File: config.mk
export PLATFORM = sky130hd
export DESIGN_NAME = vedic_seq_mult4x4
export DESIGN_NICKNAME = d
export VERILOG_FILES = /design/src/rtl/vedic_pkg.sv /design/src/rtl/Multiplier2x2.sv /design/src/rtl/vedic_seq_mult4x4.sv
export SDC_FILE = /design/constraint.sdc
export NUM_CORES = 1
export LEC_CHECK = 0
export CELL_PAD_IN_SITES_DETAIL_PLACEMENT = 0
export CELL_PAD_IN_SITES_GLOBAL_PLACEMENT = 1
export CORE_ASPECT_RATIO = 1.4
export CORE_MARGIN = 2
export CORE_UTILIZATION = 38
export CTS_CLUSTER_DIAMETER = 150
export CTS_CLUSTER_SIZE = 14
export DETAILED_ROUTE_END_ITERATION = 16
export HOLD_SLACK_MARGIN = 0.08
export MAX_ROUTING_LAYER = met4
export PLACE_DENSITY_LB_ADDON = 0.2
export SLEW_MARGIN = 20
export SYNTH_ARGS = -nofsm -noshare
export SYNTH_HDL_FRONTEND = slang
export SYNTH_SLANG_ARGS = --single-unit
File: constraint.sdc
create_clock -name clk -period 2.9 [get_ports clk]
set_input_delay 0.435 -clock clk [delete_from_list [all_inputs] [get_ports clk]]
set_output_delay 0.435 -clock clk [all_outputs]
set_load 0.005 [all_outputs]
File: src/rtl/vedic_pkg.sv
// -----------------------------------------------------------------------------
// vedic_pkg
// Shared types and constants for the sequential 4x4 Vedic multiplier.
//   state_t   : controller states (IDLE / CALC / DONE)
//   OPND_W    : operand width (4)
//   PROD_W    : product width (8)
//   SLICE_W   : width of one operand slice fed to the 2x2 core (2)
//   PP_W      : width of one 2x2 partial product (4)
//   align_pp  : places a partial product at the weight of the current step
// -----------------------------------------------------------------------------
package vedic_pkg;

   localparam int OPND_W  = 4;
   localparam int PROD_W  = 8;
   localparam int SLICE_W = 2;
   localparam int PP_W    = 4;

   typedef enum logic [1:0] {
      IDLE = 2'd0,
      CALC = 2'd1,
      DONE = 2'd2
   } state_t;

   // Step order is lo*lo, hi*lo, lo*hi, hi*hi, so the two cross terms
   // share weight 4 and the hi*hi term carries weight 16.
   function automatic logic [PROD_W-1:0] align_pp(input logic [PP_W-1:0] pp,
                                                  input logic [1:0]      step);
      logic [PROD_W-1:0] ext;
      logic [PROD_W-1:0] res;
      ext = {{(PROD_W-PP_W){1'b0}}, pp};
      case (step)
         2'd0:    res = ext;
         2'd1:    res = ext << 2;
         2'd2:    res = ext << 2;
         default: res = ext << 4;
      endcase
      return res;
   endfunction

endpackage

File: src/rtl/Multiplier2x2.sv
// -----------------------------------------------------------------------------
// Multiplier2x2
// Combinational 2x2 Vedic (Urdhva-Tiryakbhyam) multiplier.
//   a [1:0] : multiplicand slice
//   b [1:0] : multiplier slice
//   p [3:0] : unsigned product a*b
// -----------------------------------------------------------------------------
module Multiplier2x2 (
   input  logic [1:0] a,
   input  logic [1:0] b,
   output logic [3:0] p
);

   logic cross_a;
   logic cross_b;
   logic carry_1;
   logic high_and;

   // Vertical and crosswise terms; the only carry comes from the cross pair.
   assign cross_a  = a[1] & b[0];
   assign cross_b  = a[0] & b[1];
   assign carry_1  = cross_a & cross_b;
   assign high_and = a[1] & b[1];

   assign p[0] = a[0] & b[0];
   assign p[1] = cross_a ^ cross_b;
   assign p[2] = high_and ^ carry_1;
   assign p[3] = high_and & carry_1;

endmodule

File: src/rtl/vedic_seq_mult4x4.sv
// -----------------------------------------------------------------------------
// vedic_seq_mult4x4
// Sequential 4x4 unsigned multiplier built from a single shared 2x2 Vedic
// core. One pair of 2-bit slices is multiplied per CALC cycle and summed into
// an 8-bit accumulator; the result is held in DONE until the consumer takes it.
//
// Ports
//   clk        : clock, rising edge
//   rst_n      : asynchronous active-low reset
//   in_valid   : operand pair a/b presented
//   in_ready   : operands accepted (high only in IDLE)
//   a, b [3:0] : unsigned operands
//   out_valid  : product valid (high only in DONE)
//   out_ready  : consumer accepts product
//   product    : unsigned a*b, held until the next completion
//   busy       : high in CALC or DONE
//
// Build option
//   VEDIC_SEQ_ZERO_SKIP_EN : when defined, an accepted pair with a zero
//   operand bypasses CALC and goes straight to DONE with product 0.
//
// state | meaning
// ------+--------------------------------------------------------------
// IDLE  | waiting for in_valid; operands captured on acceptance
// CALC  | one partial product per cycle, step 0..3, result loaded at 3
// DONE  | product presented, held until out_ready
// -----------------------------------------------------------------------------
module vedic_seq_mult4x4
   import vedic_pkg::*;
(
   input  logic        clk,
   input  logic        rst_n,
   input  logic        in_valid,
   output logic        in_ready,
   input  logic [3:0]  a,
   input  logic [3:0]  b,
   output logic        out_valid,
   input  logic        out_ready,
   output logic [7:0]  product,
   output logic        busy
);

   state_t               state_q;
   state_t               state_d;

   logic [1:0]           step_q;
   logic [OPND_W-1:0]    a_q;
   logic [OPND_W-1:0]    b_q;
   logic [PROD_W-1:0]    acc_q;
   logic [PROD_W-1:0]    product_q;

   logic                 accept;
   logic                 skip;
   logic                 last_step;
   logic [SLICE_W-1:0]   slice_a;
   logic [SLICE_W-1:0]   slice_b;
   logic [PP_W-1:0]      pp;
   logic [PROD_W-1:0]    pp_aligned;
   logic [PROD_W-1:0]    acc_sum;

`ifdef VEDIC_SEQ_ZERO_SKIP_EN
   assign skip = (a == '0) || (b == '0);
`else
   assign skip = 1'b0;
`endif

   assign last_step = (step_q == 2'd3);

   // step[0] selects the high half of a, step[1] the high half of b, which
   // walks lo*lo, hi*lo, lo*hi, hi*hi.
   assign slice_a = step_q[0] ? a_q[3:2] : a_q[1:0];
   assign slice_b = step_q[1] ? b_q[3:2] : b_q[1:0];

   Multiplier2x2 u_mul2x2 (
      .a (slice_a),
      .b (slice_b),
      .p (pp)
   );

   assign pp_aligned = align_pp(pp, step_q);
   // Largest possible sum is 15*15 = 225, so 8 bits never overflow.
   assign acc_sum    = acc_q + pp_aligned;

   always_ff @(posedge clk or negedge rst_n) begin
      if (!rst_n) begin
         state_q <= IDLE;
      end else begin
         state_q <= state_d;
      end
   end

   always_comb begin
      state_d   = state_q;
      in_ready  = 1'b0;
      out_valid = 1'b0;
      busy      = 1'b0;
      accept    = 1'b0;
      case (state_q)
         IDLE: begin
            in_ready = 1'b1;
            if (in_valid) begin
               accept  = 1'b1;
               state_d = skip ? DONE : CALC;
            end
         end
         CALC: begin
            busy = 1'b1;
            if (last_step) begin
               state_d = DONE;
            end
         end
         DONE: begin
            busy      = 1'b1;
            out_valid = 1'b1;
            if (out_ready) begin
               state_d = IDLE;
            end
         end
         default: begin
            state_d = IDLE;
         end
      endcase
   end

   always_ff @(posedge clk or negedge rst_n) begin
      if (!rst_n) begin
         step_q    <= 2'd0;
         a_q       <= '0;
         b_q       <= '0;
         acc_q     <= '0;
         product_q <= '0;
      end else begin
         case (state_q)
            IDLE: begin
               if (accept) begin
                  a_q    <= a;
                  b_q    <= b;
                  acc_q  <= '0;
                  step_q <= 2'd0;
                  if (skip) begin
                     product_q <= '0;
                  end
               end
            end
            CALC: begin
               acc_q  <= acc_sum;
               step_q <= step_q + 2'd1;
               if (last_step) begin
                  product_q <= acc_sum;
               end
            end
            default: begin
            end
         endcase
      end
   end

   assign product = product_q;

endmodule
# Word-level counts from Yosys, hierarchy flattened
# Index checks and enable logic that the tools add are counted.
# totals
regBits	28
inputBits	12
word_cells	50
# classes
n_addsub	2
n_eq_ne	9
n_mux	16
bitwise	8
reduce_logical	9
# ops
operator	count
$pmux W8 S2	2
$mux W2	6
$add A8 B8 Y8	1
$mux W8	1
$ne A2 B2 Y1 const B	4
$and A1 B1 Y1	6
$eq A2 B2 Y1 const B	3
$pmux W2 S3	1
$reduce_and A2 Y1	3
$mux W1	5
$eq A2 B1 Y1 const B	2
$logic_not A2 Y1	2
$pmux W2 S2	1
$reduce_or A2 Y1	2
$reduce_and A3 Y1	1
$add A2 B1 Y2 const B	1
$reduce_bool A2 Y1	1
$xor A1 B1 Y1	2

# Longest topological paths before layout
# Gate-level depths: netlist of run 1.
# depth
depth_word	7
ltp_mapped	12
ltp_nobuf	12

# Cells and area by module
# A second synthesis of run 1 with hierarchy kept.
# unflattened
cells_unflattened	147
area_unflattened_um2	1584.0
# modules_own_cells
module	instances	cells_per_inst	area_per_inst_um2	seq_area_each_um2
vedic_seq_mult4x4	1	141	1534.0	700.7
Multiplier2x2	1	6	50.0	0.0

# Worst setup path before layout of run 1
# OpenSTA, ideal clock, no wires.
# synth_timing
kind	register to register
startpoint	register step_q[0]
endpoint	register product_q[6] (netlist: product[6])
t_arrival_ps	2597
path_slack_ps	179
path_stages_with_launch	13
path_buffers	0
path_cell_list	dfrtp_1 > mux2i_1 > nor2_1 > ha_1 > ha_1 > a22oi_1 > nor2_1 > ha_1 > a21o_2 > a21o_2 > a21oi_2 > nor4b_1 > a211o_1
# synth_between
elab_chain_cells	6
word_cells_on_any_way	17
classes_between	add/sub: 1; eq/ne: 3; mux: 2; bitwise: 8; reduce/logical: 3
# synth_lines
element	line_no	rtl
from (decl)	vedic_seq_mult4x4.sv:46	logic [1:0] step_q;
from (signal assigned)	vedic_seq_mult4x4.sv:147	step_q <= step_q + 2'd1;
$mux W2	vedic_seq_mult4x4.sv:71	assign slice_a = step_q[0] ? a_q[3:2] : a_q[1:0];
$and A1 B1 Y1, on equally long branches	Multiplier2x2.sv:20, Multiplier2x2.sv:21	
$and A1 B1 Y1	Multiplier2x2.sv:22	assign carry_1 = cross_a & cross_b;
$xor A1 B1 Y1 / $and A1 B1 Y1 (equally long branches)	Multiplier2x2.sv:27, Multiplier2x2.sv:28	
$pmux W8 S2	vedic_pkg.sv:31	case (step)
$add A8 B8 Y8	vedic_seq_mult4x4.sv:82	assign acc_sum = acc_q + pp_aligned;
to (signal assigned)	vedic_seq_mult4x4.sv:149	product_q <= acc_sum;
to (decl)	vedic_seq_mult4x4.sv:50	logic [PROD_W-1:0] product_q;
# Parallel ways exist; a longest one is shown, timed or not.
# A chain may end at the register's enable or synchronous reset.

# Final worst setup path of run 1
# layout_timing
startpoint	register step_q[0]
endpoint	register product_q[7] (netlist: product[7])
# Same word-level chain as after synthesis.

==> results of run 1 <==
-- routing by layer --
layer / part of all wire, % / global-route usage [%] / vias to the layer above
met3: 2.2 / 1.890 / 5
met2: 56 / 31.09 / 22
met1: 40 / 18.28 / 613
met5: 0 / - / -
met4: 1.1 / 4.667 / 0
li1: - / - / 614
-- registers in the layout, summed over array words and instances, names as in the netlist --
| name | flops |
|---|---|
| b_q | 4 |
| state_q | 2 |
| product | 8 |
| a_q | 4 |
| acc_q | 8 |
| step_q | 2 |
-- per-stage QoR --
step / worst slack (ns) / cell area (µm²) / hold slack [ns] / std cells / setup TNS (ns)
3_3_place_gp: 0.02479 / 1964 / 0.4634 / 225 / 0
3_5_place_dp: -0.008668 / 1964 / 0.4708 / 225 / -0.009841
4_1_cts: 0.03124 / 2067 / 0.4942 / 229 / 0
2_1_floorplan: 0.1790 / 1652 / 0.1394 / 154 / 0
5_1_grt: -0.03792 / 2116 / 0.5314 / 231 / -0.06970
6_report: 0.09725 / 2116 / 0.5074 / 231 / 0
-- critical path: stages, from the launching register on --
cell and delay [ns]:
dfrtp_1 0.43, mux2i_2 0.27, nor2_1 0.09, ha_2 0.19
ha_4 0.22, a22oi_2 0.15, nor2_1 0.08, ha_2 0.35
o21ai_2 0.06, o211ai_1 0.19, and2_4 0.19, xnor3_1 0.22
mux2_2 0.26
-- kinds of logic after synthesis --
group	share of synthesized area [%]
AND/OR/NAND/NOR	11.29
AO/OA/AOI/OAI	14.47
flip-flops	42.42
multiplexers	13.18
adder cells (fa/ha/maj)	11.82
buffers and inverters	2.803
XOR/XNOR	4.016
-- cell usage in the layout, fill, tap and decap left out, drive strengths merged, types with 2 or more instances in the layout --
cell,n
nand2,17
ha,14
buf,10
clkbuf,3
xor2,2
clkdlybuf4s50,22
mux2,14
a22oi,2
a21o,3
and3,2
dfrtp,28
a22o,6
and2,3
inv,6
nor2,11
nand2b,2
a21oi,6
xnor2,3
mux2i,6
o21ai,11
-- power breakdown --
group / internal, mW / switching, mW
registers: 0.529 / 0.0874
clock network: 0.185 / 0.127
logic: 0.594 / 0.573
-- worst max path at each step --
stage,start,to,cells after the start
2_1_floorplan,step_q[0],product[6],12
3_5_place_dp,step_q[0],product[7],12
5_1_grt,step_q[0],product[7],12
3_3_place_gp,step_q[0],product[6],12
4_1_cts,step_q[0],product[7],12
6_report,step_q[0],product[7],12
-- layout make-up --
type	count	area, µm²
Sequential cell	28	701.9
Timing Repair Buffer	32	295.3
Multi-Input combinational cell	116	968.4
Clock buffer	3	41.29
Inverter	6	22.52
Tap cell	45	56.30
Fill cell	406	2088
Clock inverter	1	30.03
-- timing repair --
action,in CTS,in global routing
gates resized for setup,6,10
setup buffers,0,2
pin swaps,1,7
setup endpoints to repair,2,6
==> flow_metrics.py, run 1 <==
metrics = {
    "placed_design": {
        "gp_congestion": 0.8196,
        "io_buffer_count": 22,
        "dp_hpwl_mm": 2.636,
    },
    "final_layout": {
        "area_growth_pct": 28.11,
        "drive_above_1_share_pct": 24.19,
        "finish.utilization_pct": 50.33,
        "final_nets": 214,
        "diodes": 0,
    },
    "sta": {
        "hold_viol": 0,
        "maxSlewViolCount": 0,
        "maxSlewHeadroom_pct": 42.61,
        "finalSetupViolations": 0,
        "post-route-period-util_pct": 96.65,
        "rsz0062_at_grt": "true",
        "worst_pin_slew_ns": 0.8551,
        "clock_skew_ns": 0.005470,
        "fmaxAchievable_ghz": 0.3568,
        "period_needed_ns": 2.803,
    },
    "pwr": {
        "p_leak_nw": 0.9747,
        "p_per_area_nw_per_um2": 990.3,
        "ir_drop_uv": 469.4,
        "p_total_mw": 2.095,
    },
    "global_routing": {
        "grt-ovfl-total": 0,
        "grt_pass1_wl_mm": 6.023,
        "grt_start_max_net_pins": 29,
        "antenna_found_initial": 0,
        "track_usage_pct": 16.71,
        "grt_pass1_vias": 1345,
    },
    "logic_synthesis": {
        "ys_ff_latch": 28,
        "synth_edf_count": 0,
        "seq_area_frac_synth_pct": 42.42,
        "ys.flop_type": "dfrtp_1",
        "synth.area.top_cells": "dfrtp_1 42%, ha_1 11%, mux2_2 9.5%",
        "avgSynthCellArea_um2": 10.72,
        "synth_area_um2": 1652,
        "synth_top_area_share_pct": 42.42,
        "syn_inst": 154,
        "synth.largest_area_cell": "dfrtp_1",
        "synth.cells.most_frequent": "28 x dfrtp_1, 17 x nand2_1, 14 x ha_1, 14 x mux2_2, 11 x nor2_1",
        "async_reset_ff_share_pct": 100.0,
        "yosysWarnings": 0,
        "synth.most_common_cell": "dfrtp_1",
        "syn_nets": 181,
        "ys_types": 40,
    },
    "min_path": {
        "hold_path_end": "product[2]",
        "hold_class": "reg -> reg",
        "hold_start": "product[2]",
        "min_path_cells": 2,
    },
    "run_status": {
        "status": "finished clean",
    },
    "critical_path": {
        "cp-start-kind": "register",
        "arrival_ns": 2.98,
        "cp-end-kind": "register",
        "r2r-start": "step_q[0]",
        "required_ns": 3.07,
        "critPathMaxFanout": 3,
        "worst_r2r_path_depth": 12,
        "crit_type": "reg -> reg",
        "r2r_end": "product[7]",
        "r2r_slack_ns": 0.1,
    },
    "clock_tree": {
        "cts.htree.levels": 1,
        "clock-sinks": 28,
        "cts-root-buf": "clkbuf_8",
        "tritoncts": "done",
        "clk_path_buf_depth": 2,
        "clk_latency_ns": 0.28,
        "numCtsBuffers": 3,
        "clk_pin_slew_ns": 0.10,
        "postCtsHoldBufs": 0,
    },
    "floorplan": {
        "core_area_um2": 4204,
        "chipHeight_um": 82.01,
        "rows": 28,
        "fp.dieArea_um2": 4897,
        "io_pins": 23,
        "start_util_pct": 39.29,
        "die_w_um": 59.72,
    },
    "drt": {
        "via_per_inst": 5.429,
        "postRouteAntennaNets": 0,
        "first_iter_violations": 20,
        "routedWlPerCell_um": 15.19,
        "dr.pass1.iters": 4,
        "drt-total-wl_mm": 3.509,
        "num_vias": 1254,
        "drc": 0,
    },
    "flow_run": {
        "max_cap_violations": 0,
    },
}
Power figures use the tool's default switching activity.
==> run 2, diff against run 1 <==
- CAP_MARGIN: not set -> 20
==> results of run 2 <==
Same layout as run 1: the final DEF is identical, and so are final timing and power.
==> RTL change, RTL diff (config.mk and constraints of run 2) <==
Add a define of `VEDIC_SEQ_ZERO_SKIP_EN`.
--- a/src/rtl/vedic_seq_mult4x4.sv
+++ b/src/rtl/vedic_seq_mult4x4.sv
@@ -25,6 +25,8 @@
 // CALC  | one partial product per cycle, step 0..3, result loaded at 3
 // DONE  | product presented, held until out_ready
 // -----------------------------------------------------------------------------
+`define VEDIC_SEQ_ZERO_SKIP_EN
+
 module vedic_seq_mult4x4
    import vedic_pkg::*;
 (
Function: changed (Yosys sat finds a counterexample within 4 cycles, from zero or initial values and one cycle with rst_n low).
==> RTL change against run 2 <==
  * Sequential share of layout area shrank 0.67 points
  * Cell area is 2.2% higher
  * Wire length up 4.7%
  * Global-route usage is 0.55 points higher
  * Die area is 1.5% higher
  * Synthesized area grew 1.6%
  * Worst setup slack better by 0.015 ns
  * Clock power about the same
  * Power is 13% higher
  * Sequential cell count unchanged
  * Largest cell class unchanged
==> RTL change: results (changes against run 2) <==
# nets final = 219 (was 214)
Worst slew margin relative to its limit = 75.1% (was 42.6%)
Fraction of final layout cells sized beyond drive strength 1 = 22.5% (was 24.2%)
Classification of the worst-slack hold path = reg2reg (unchanged)
Setup clock skew after layout = 0.00637 ns (was 0.00547 ns)
Routed wire length = 3670 um (was 3510 um)
Adder-Cell Fraction of Synth Area = 11.6% (was 11.8%)
Achievable Freq = 359 MHz (was 357 MHz)
Leading cell types by total area after synthesis = sky130_fd_sc_hd__dfrtp_1, sky130_fd_sc_hd__ha_1, sky130_fd_sc_hd__mux2_2 (unchanged)
Estimated wirelength of the detail-placed design = 2800 um (was 2640 um)
Synth unique cells = 38 (was 40)
Worst vdd rail ir drop = 0.447 mV (was 0.469 mV)
Post-DP Area = 1990 sq um (was 1960 sq um)
Worst reg2reg path startpoint = step_q[1]$_DFFE_PN0P_ (was step_q[0]$_DFFE_PN0P_)
Wire length of the first global-routing pass = 6190 um (was 6020 um)
Average routed wire per standard cell = 14.6 um (was 15.2 um)
Mux share of post-synthesis cell area = 10.3% (was 13.2%)
DR vias/cell = 5.24 (was 5.43)
Slowest stage cell on the critical path = sky130_fd_sc_hd__dfrtp_2 (was sky130_fd_sc_hd__dfrtp_1)
Aggregate global-route resource usage = 17.3% (was 16.7%)
Endpoint of the worst register-to-register path = acc_q[7]$_DFFE_PN0P_ (was product[7]$_DFFE_PN0P_)
Violation count after the first detailed-route iteration = 33 (was 20)
Share of the yosys chip area belonging to registers = 41.8% (was 42.4%)
HP Start = product[4]$_DFFE_PN0P_ (was product[2]$_DFFE_PN0P_)
Post-synthesis net count = 189 (was 181)
Outcome = finished clean (unchanged)
-- RTL change: cells by family after synthesis --
logic type,count (synthesis)
DFF,28
adders and majority gates,15
muxes,16
buffers and inverters,16
and+or+nand+nor,39
xor gates and xnor gates,7
AOI/OAI and AO/OA,41
-- RTL change: metrics by stage --
stage	hold WS (ns)	worst slack (ns)
global placement	0.471	0.00597
CTS	0.502	0.0168
detailed placement	0.473	-0.0804
global route	0.521	-0.0193
floorplan	0.139	0.0744
finish	0.494	0.112
-- RTL change: worst min-delay path: stages, from the launching register on --
cell and delay, ns:
sky130_fd_sc_hd__dfrtp_1 0.36, sky130_fd_sc_hd__nand2b_1 0.05, sky130_fd_sc_hd__o21ai_0 0.06
-- RTL change: layout make-up --
class / instances / area [sq um]
clock buffers: 3 / 41.3
clock inverters: 1 / 30.0
fillers: 399 / 2080
inverters: 9 / 33.8
multi-input cells: 118 / 985
flip-flops and latches: 28 / 703
well taps: 60 / 75.1
repair buffers: 32 / 295
-- RTL change: worst min path at each step --
stage	endpoint	cells after the start
2_1_floorplan	a_q[0]$_DFFE_PN0P_	0
3_3_place_gp	product[5]$_DFFE_PN0P_	1
3_5_place_dp	product[5]$_DFFE_PN0P_	1
4_1_cts	product[4]$_DFFE_PN0P_	2
5_1_grt	product[5]$_DFFE_PN0P_	1
6_report	product[4]$_DFFE_PN0P_	2
-- RTL change: per-layer routing --
layer	global-route usage (%)	routed length, um
met3	2.02	148
met2	32.0	2010
met4	6.89	128
met5	-	0
met1	18.1	1390
-- RTL change: timing repair --
item	4_1_cts	5_1_grt
buffers inserted	0	3
setup endpoints to repair	6	10
resized for setup	2	15
pin swaps	0	5
-- RTL change: power by group --
group | switching (mW) | internal [mW] | leakage [nW]
registers | 0.113 | 0.545 | 0.363
logic | 0.719 | 0.687 | 0.546
clock network | 0.127 | 0.185 | 0.0357
total | 0.958 | 1.42 | 0.945
